## config.mk

```make
export PLATFORM = sky130hd
export DESIGN_NAME = obi_mem_scrubber
export DESIGN_NICKNAME = d
export VERILOG_FILES = /design/src/rtl/obi_mem_scrubber.sv
export SDC_FILE = /design/constraint.sdc
export NUM_CORES = 1
export LEC_CHECK = 0
export CAP_MARGIN = 25
export CORE_AREA = 5 5 518 520
export CTS_CLUSTER_SIZE = 8
export DETAILED_ROUTE_END_ITERATION = 16
export DIE_AREA = 0 0 523 525
export PLACE_DENSITY_LB_ADDON = 0.2
export SYNTH_ARGS = -nofsm -noshare
export SYNTH_HDL_FRONTEND = slang
export SYNTH_SLANG_ARGS = --single-unit
export TNS_END_PERCENT = 20
```

## constraint.sdc

```tcl
create_clock -name clk_i -period 8.3 [get_ports clk_i]
set_clock_uncertainty 0.15 [all_clocks]
set_input_delay 2.49 -clock clk_i [delete_from_list [all_inputs] [get_ports clk_i]]
set_output_delay 2.49 -clock clk_i [all_outputs]
set_load 0.03 [all_outputs]
```

## src/rtl/obi_mem_scrubber.sv

```systemverilog
// OBI manager that fills a contiguous SRAM word range with a seeded pattern,
// or reads the range back and counts words that differ from that pattern.
module obi_mem_scrubber #(
    parameter int unsigned AddrWidth      = 48,
    parameter int unsigned DataWidth      = 512,
    parameter int unsigned IdWidth        = 2,
    parameter int unsigned MaxOutstanding = 2
) (
    input  logic                     clk_i,
    input  logic                     rst_ni,
    input  logic                     start_i,
    input  logic                     mode_i,
    input  logic [AddrWidth-1:0]     base_addr_i,
    input  logic [31:0]              num_words_i,
    input  logic [31:0]              seed_i,
    output logic                     busy_o,
    output logic                     done_o,
    output logic [31:0]              err_cnt_o,
    output logic                     first_err_valid_o,
    output logic [AddrWidth-1:0]     first_err_addr_o,
    output logic                     obi_req_o,
    input  logic                     obi_gnt_i,
    output logic [AddrWidth-1:0]     obi_addr_o,
    output logic                     obi_we_o,
    output logic [DataWidth/8-1:0]   obi_be_o,
    output logic [DataWidth-1:0]     obi_wdata_o,
    output logic [IdWidth-1:0]       obi_aid_o,
    input  logic                     obi_rvalid_i,
    input  logic [DataWidth-1:0]     obi_rdata_i,
    input  logic [IdWidth-1:0]       obi_rid_i,
    input  logic                     obi_err_i
);

    localparam int unsigned BeWidth  = DataWidth / 8;
    localparam int unsigned RepCnt   = DataWidth / 32;
    localparam int unsigned OutWidth = $clog2(MaxOutstanding + 1);

    localparam logic [AddrWidth-1:0] WordBytes = AddrWidth'(BeWidth);
    localparam logic [AddrWidth-1:0] AlignMask = ~AddrWidth'(BeWidth - 1);
    localparam logic [OutWidth-1:0]  MaxOut    = OutWidth'(MaxOutstanding);

    typedef enum logic [1:0] {
        ST_IDLE,
        ST_ISSUE,
        ST_DRAIN
    } state_e;

    state_e                 state_q;
    logic                   mode_q;        // 1 = check
    logic [31:0]            num_words_q;
    logic [31:0]            seed_q;
    logic [31:0]            issue_idx_q;
    logic [31:0]            rsp_idx_q;
    logic [AddrWidth-1:0]   rsp_addr_q;
    logic [OutWidth-1:0]    outst_q;

    logic                   issue_fire;
    logic                   rsp_fire;
    logic                   rsp_err;
    logic                   issue_more;
    logic [31:0]            issue_idx_nxt;
    logic [OutWidth-1:0]    outst_nxt;
    logic [AddrWidth-1:0]   start_base;

    // Responses are in order, so the ID carries no information for us.
    logic unused_rid;
    assign unused_rid = ^obi_rid_i;

    // Pattern word for index i, replicated across the data bus.
    function automatic logic [DataWidth-1:0] pattern(input logic [31:0] seed,
                                                     input logic [31:0] idx);
        return {RepCnt{seed ^ idx}};
    endfunction

    // Handshake decode and next-cycle issue/outstanding bookkeeping.
    always_comb begin
        issue_fire    = obi_req_o & obi_gnt_i;
        rsp_fire      = obi_rvalid_i & (state_q != ST_IDLE) & (outst_q != '0);
        issue_idx_nxt = issue_idx_q + 32'(issue_fire);
        outst_nxt     = outst_q + OutWidth'(issue_fire) - OutWidth'(rsp_fire);
        issue_more    = (issue_idx_nxt < num_words_q) && (outst_nxt < MaxOut);
        rsp_err       = rsp_fire &
                        (obi_err_i | (mode_q & (obi_rdata_i != pattern(seed_q, rsp_idx_q))));
        start_base    = base_addr_i & AlignMask;
    end

    // Control FSM with registered OBI request and status outputs.
    always_ff @(posedge clk_i or negedge rst_ni) begin
        if (!rst_ni) begin
            state_q           <= ST_IDLE;
            mode_q            <= 1'b0;
            num_words_q       <= '0;
            seed_q            <= '0;
            issue_idx_q       <= '0;
            rsp_idx_q         <= '0;
            rsp_addr_q        <= '0;
            outst_q           <= '0;
            busy_o            <= 1'b0;
            done_o            <= 1'b0;
            err_cnt_o         <= '0;
            first_err_valid_o <= 1'b0;
            first_err_addr_o  <= '0;
            obi_req_o         <= 1'b0;
            obi_addr_o        <= '0;
            obi_we_o          <= 1'b0;
            obi_be_o          <= '0;
            obi_wdata_o       <= '0;
            obi_aid_o         <= '0;
        end else begin
            done_o <= 1'b0;
            unique case (state_q)
                ST_IDLE: begin
                    if (start_i) begin
                        mode_q            <= mode_i;
                        num_words_q       <= num_words_i;
                        seed_q            <= seed_i;
                        issue_idx_q       <= '0;
                        rsp_idx_q         <= '0;
                        rsp_addr_q        <= start_base;
                        outst_q           <= '0;
                        busy_o            <= 1'b1;
                        err_cnt_o         <= '0;
                        first_err_valid_o <= 1'b0;
                        first_err_addr_o  <= '0;
                        obi_addr_o        <= start_base;
                        obi_we_o          <= ~mode_i;
                        obi_be_o          <= '1;
                        obi_wdata_o       <= mode_i ? '0 : pattern(seed_i, 32'd0);
                        obi_aid_o         <= '0;
                        if (num_words_i == 32'd0) begin
                            state_q   <= ST_DRAIN;
                            obi_req_o <= 1'b0;
                        end else begin
                            state_q   <= ST_ISSUE;
                            obi_req_o <= 1'b1;
                        end
                    end
                end
                default: begin
                    outst_q     <= outst_nxt;
                    issue_idx_q <= issue_idx_nxt;

                    // Advance the request payload only once the current beat is granted.
                    if (issue_fire) begin
                        obi_addr_o  <= obi_addr_o + WordBytes;
                        obi_aid_o   <= issue_idx_nxt[IdWidth-1:0];
                        obi_wdata_o <= mode_q ? '0 : pattern(seed_q, issue_idx_nxt);
                    end

                    if (rsp_fire) begin
                        rsp_idx_q  <= rsp_idx_q + 32'd1;
                        rsp_addr_q <= rsp_addr_q + WordBytes;
                        if (rsp_err) begin
                            if (err_cnt_o != '1) begin
                                err_cnt_o <= err_cnt_o + 32'd1;
                            end
                            if (!first_err_valid_o) begin
                                first_err_valid_o <= 1'b1;
                                first_err_addr_o  <= rsp_addr_q;
                            end
                        end
                    end

                    // A pending request can only lose its grant condition via a grant.
                    obi_req_o <= (state_q == ST_ISSUE) && issue_more;

                    if (issue_idx_nxt == num_words_q) begin
                        if (outst_nxt == '0) begin
                            state_q <= ST_IDLE;
                            busy_o  <= 1'b0;
                            done_o  <= 1'b1;
                        end else begin
                            state_q <= ST_DRAIN;
                        end
                    end
                end
            endcase
        end
    end

    // A response while busy must correspond to a granted request.
    rvalid_has_outstanding: assert property (
        @(posedge clk_i) disable iff (!rst_ni)
        (obi_rvalid_i && state_q != ST_IDLE) |-> (outst_q != '0)
    );

endmodule

```

---- Word level (Yosys, flattened, before mapping) ----
Index checks and enable logic that the tools add are counted.
word-level totals
  bits of input ports ..................... 633
  register bits after elaboration ......... 829
  output and inout bits ................... 711
cells by class
  $add $sub $neg .......................... 7
  $lt $le $gt $ge ......................... 2
  reductions and logical operators ........ 21
  multiplexer cells ....................... 46
  equality and inequality tests ........... 6
  bitwise gates (word level) .............. 9
operators by type and width
  kind                   number
  $mux 512               5
  $ne 512x512->1         1
  $mux 48                10
  $mux 32                8
  $add 48x7->48 const B  2
  $add 32x1->32 const B  2
  $xor 32x32->32         2
  $add 32x1->32          1
  $eq 32x32->1           1
  $logic_not 32->1       1
  $lt 32x32->1           1
  $ne 32x32->1 const B   1
  $mux 2                 9
  $reduce_bool 2->1      8
  $mux 1                 14
  $reduce_and 2->1       4
  $reduce_and 4->1       2
  $reduce_and 3->1       2
  $and 1x1->1            5
  $logic_not 2->1        2
  $add 2x1->2            1
  $eq 2x1->1 const B     1
  $logic_and 1x1->1      2
  $lt 2x2->1 const B     1
  other kinds (5)        5

---- Logic depth before layout (Yosys ltp) ----
  depth in word-level cells ............... 8
  gate-level depth with buffers ........... 21
  mapped depth without buffers ............ 21

---- Worst setup path before layout ----
No wires, ideal clock.
  path kind ............................... input-to-reg
  start point ............................. input port obi_gnt_i
  end point ............................... register busy_o
  stages on the path ...................... 19
  required time ........................... 8.007 ns
  library setup time ...................... 0.143 ns
  slack ................................... 1.907 ns
  data arrival time ....................... 6.100 ns
  buffers on the path ..................... 0
  cells stage by stage .................... nand2_1 inv_1 ha_1 ha_1 nand3_1 nor3_1 nand3_1 or4_1 nor2_1 nand3_1 xor2_1 inv_1 ha_1 nand2_1 or3_1 nor3_1 nand3_1 nor3b_1 o21ai_0
between the ends
  longest elaborated chain between the ends .. 6
  elaborated cells between the ends (all ways) .. 9
  those cells by class .................... add/sub (3); eq/ne (1); bitwise (1); reduce/logical (4)
ends and longest elaborated chain
  what                                                                   line  RTL
  start, declared                                                        22    input logic obi_gnt_i,
  $and 1x1->1 *                                                          77    issue_fire = obi_req_o & obi_gnt_i;
  parallel branches: the longest is 4 deep, another holds $add 32x1->32  --
  $reduce_and 3->1 (no source line) *                                    --
  end signal, assigned                                                   98    busy_o <= 1'b0;
  end signal, assigned                                                   121   busy_o <= 1'b1;
  end signal, assigned                                                   170   busy_o <= 1'b0;
  end, declared                                                          16    output logic busy_o,
Every way passes the cells marked *.
A chain may end at the register's enable or synchronous reset.

---- Worst setup path after layout ----
  start point ............................. input port obi_rdata_i[224]
  end point ............................... register first_err_addr_o[29]
between the ends
  longest elaborated chain between the ends .. 6
ends and longest elaborated chain
  what                                line  RTL
  start, declared                     29    input logic [DataWidth-1:0] obi_rdata_i,
  $ne 512x512->1                      83    (obi_err_i | (mode_q & (obi_rdata_i != pattern(seed_q, rsp_idx_q))));
  $and 1x1->1                         83
  $or 1x1->1                          83
  $and 1x1->1                         82    rsp_err = rsp_fire &
  $reduce_bool 2->1 (no source line)  --
  $reduce_and 4->1 (no source line)   --
  end signal, assigned                159   first_err_addr_o <= rsp_addr_q;
  end, declared                       20    output logic [AddrWidth-1:0] first_err_addr_o,
Every way passes these cells.

==> impl_results.md <==
* Fin. Hold Viols at 0
* Share of the synthesized area in the top cell type at 30.9%
* CORE AREA at 0.264 mm^2
* RSZ-0062 raised after global routing: false
* Vias in the first global route at 27100
* Root Driver: clkbuf_16
* Worst vdd ir at 0.000389 V
* # fillers at ~30000
* Hold Crit Depth at 2
* Hold crit path type: reg -> reg
* FF+latch count, synth at 332
* I/O pin total at 1344
* Starting Density at between 10 and 15%
* Antenna-violating nets left at 0
* Hold_sp: seed_q[10]
* Count of cell types in the netlist at 74
* Period utilization at around 86%
* Worst-Skew Late Latency at 0.63 ns
* # port buffers at 1329
* Fin area at 0.0424 mm^2
* Finish-stage setup viols at 0
* Routed len/inst at 25.6 um
* Number of H-tree levels at 2
* Number of hold buffers added after CTS at 0
* FP Rows at 189
* Die H at 525 um
* Seq/Total Area, Yosys at between 30% and 40%
* Final Total Pwr at 16.7 mW
* Reg2reg end: first_err_addr_o[29]
* P_leak at 15.6 nW
* Top cells by count, synth: buf_4, dfrtp_1, nor2_1
* Slew margin rel. at 25.7%
* Critical path endpoint category: flip-flop
* Routed vias at 27500
* Worst Tran Pin Value at 1.11 ns
* Pwr Density at between 300 and 400 mW/mm^2
* Die X-Extent at approximately 520 um
* Top FF cell, synth: dfrtp_1
* CP Data Arrival Time at 7.54 ns
* Area growth from synthesis to layout at 57.5%
* CP Data Required Time at 8.67 ns
* Syn avg cell area at 8.21 um^2
* Fraction of layout cells with a size suffix above 1 at 5.35%
* Final wirelength at 196000 um
* Post-synth ARST share at 100%
* Largest net degree at the start of global routing at 172
* Sink Count at 332
* Highest clock rate at 0.140 GHz
* Worst Reg-to-Reg Cells at 13
* CP startpoint kind: primary input
* Grt total ovfl at 0
* Placed Instances at roughly 7500
* Top-count cell post-synth: buf_4
* GRT Util Overall at 13.5%
* Cell Count, Final, Fillers Out at roughly 7700
* Count of pins over their slew limit at 0
* Detailed-router iteration count before antenna repair at 8
* Max-cap violations at 0
* Post-synth EDFFs at 0
* Minimum clock period at 7.16 ns
* Mapped Area at between 0.02 and 0.03 mm^2
* Crit Path Category: in -> reg
* Yosys warnings at 0
* Nets at 4729
* Hold Path End: seed_q[10]
* First-pass GRT wire length at around 250000 um
* Yosys top cell by area: dfrtp_1
* Setup slack, reg-to-reg at 2.79 ns
* Full die area at 0.275 mm^2
* CTS clk-pin slew, worst paths at 0.05 ns
* Initial antenna violation count at 99
* Worst-path maximum fanout at 22
* Clk buf depth at 3
* Residual DRC at 0
* CTS tree: done
* Placer Congestion at 0.897
* Iteration-0 DRC Markers at 1649
* Vias per cell at between 3 and 4
* Area after DPL at 0.0409 mm^2
* Post_cts resized at 0
* Setup tns final at 0 ns
* Largest cells by area after synthesis: dfrtp_1, buf_4, xnor2_1
* Post-Syn Instances at 3280
* Total CTS buffers at between 40 and 50
* Status: complete, no violations
* Setup bufs post-CTS at 0
* Hpwl dp at 161000 um
* FF-to-FF Start: seed_q[0]
-- final cells by class --
type	instances	area, um^2	share of cell area, %
Multi-Input combinational cell	2134	13500	31.9
Inverter	110	413	0.974
Tap cell	3533	4420	10.4
Timing Repair Buffer	1429	14200	33.5
Sequential cell	332	8320	19.6
Antenna cell	46	115	0.271
Clock inverter	5	78.8	0.186
Clock buffer	61	1290	3.05
-- sequential cells by signal (all words and copies together) (netlist names), 32 cells and up --
signal and flops:
err_cnt_o 32, first_err_addr_o 43, issue_idx_q 32, num_words_q 32, obi_addr_o 42, obi_wdata_o 32
rsp_addr_q 42, rsp_idx_q 32, seed_q 32
-- cell usage in the layout (no fill, tap or decap), types with 12 or more instances in the layout --
cell type / instances
a2111oi_0: 14
o21ai_0: 172
clkbuf_16: 49
or4_1: 29
a21o_1: 16
dfrtp_1: 324
mux2i_1: 27
and4_1: 15
buf_4: 87
or3_1: 39
nor3_1: 52
ha_1: 40
nor4_1: 57
nand2_1: 272
o22ai_1: 35
nand3b_1: 15
nor2_1: 277
xnor2_2: 21
and3_1: 44
a21oi_1: 198
xnor3_1: 30
o31ai_1: 19
a221oi_1: 32
nand3_1: 175
inv_1: 108
diode_2: 46
clkdlybuf4s50_1: 1328
xor2_1: 95
o22a_1: 12
a31oi_1: 36
xnor2_1: 160
nand4_1: 94
-- worst max-delay path, cell delays in order --
cell	delay, ns
clkdlybuf4s50_1	0.44
or4_1	0.54
mux2i_1	0.55
nand4_1	0.38
or4_1	0.55
nor4_1	0.61
nand4_1	0.45
o211ai_2	0.30
buf_4	0.26
a211o_2	0.49
buf_12	0.22
nand3_1	0.08
o21ai_0	0.12
-- logic make-up after synthesis --
kind of cell    Yosys count  share of synthesized area [%]
compound gates          629                           14.2
xor+xnor                313                           12.2
fa+ha+maj                40                           1.86
buf+inv                 819                           19.5
flops                   332                           30.9
mux                      27                           1.00
other cells               1                         0.0139
simple gates           1119                           20.3
-- worst max path at each step --
stage	from	slack, ns	depth (start not counted)	to
3_3_place_gp	obi_gnt_i	0.58	22	busy_o
6_report	obi_rdata_i[224]	1.14	13	first_err_addr_o[29]
3_5_place_dp	obi_gnt_i	0.60	22	busy_o
4_1_cts	obi_gnt_i	1.28	22	busy_o
5_1_grt	obi_gnt_i	0.95	22	busy_o
2_1_floorplan	obi_gnt_i	1.91	19	busy_o
-- stage by stage --
| stage | utilization (%) | setup WS (ns) | hold slack [ns] |
|---|---|---|---|
| after floorplan | - | 1.91 | 0.302 |
| after global placement | 15.5 | 0.578 | 0.318 |
| after detailed placement | 15.5 | 0.600 | 0.325 |
| after CTS | 16.0 | 1.28 | 0.341 |
| after global routing | 16.1 | 0.950 | 0.376 |
| final | 16.1 | 1.14 | 0.342 |
-- power breakdown --
| part | internal [mW] | switching [mW] |
|---|---|---|
| Combinational | 4.33 | 6.95 |
| Clock | 1.08 | 0.837 |
| Sequential | 2.23 | 1.30 |
| Total | 7.64 | 9.08 |
-- metal layers --
metal	wire, um	vias to the layer above	GRT usage (%)
li1	-	12500	-
met1	77000	13600	15.8
met2	97300	1098	23.9
met3	16900	220	4.18
met4	4420	48	2.92
met5	310	-	0
Note: power is estimated with default switching activity, not from simulation.
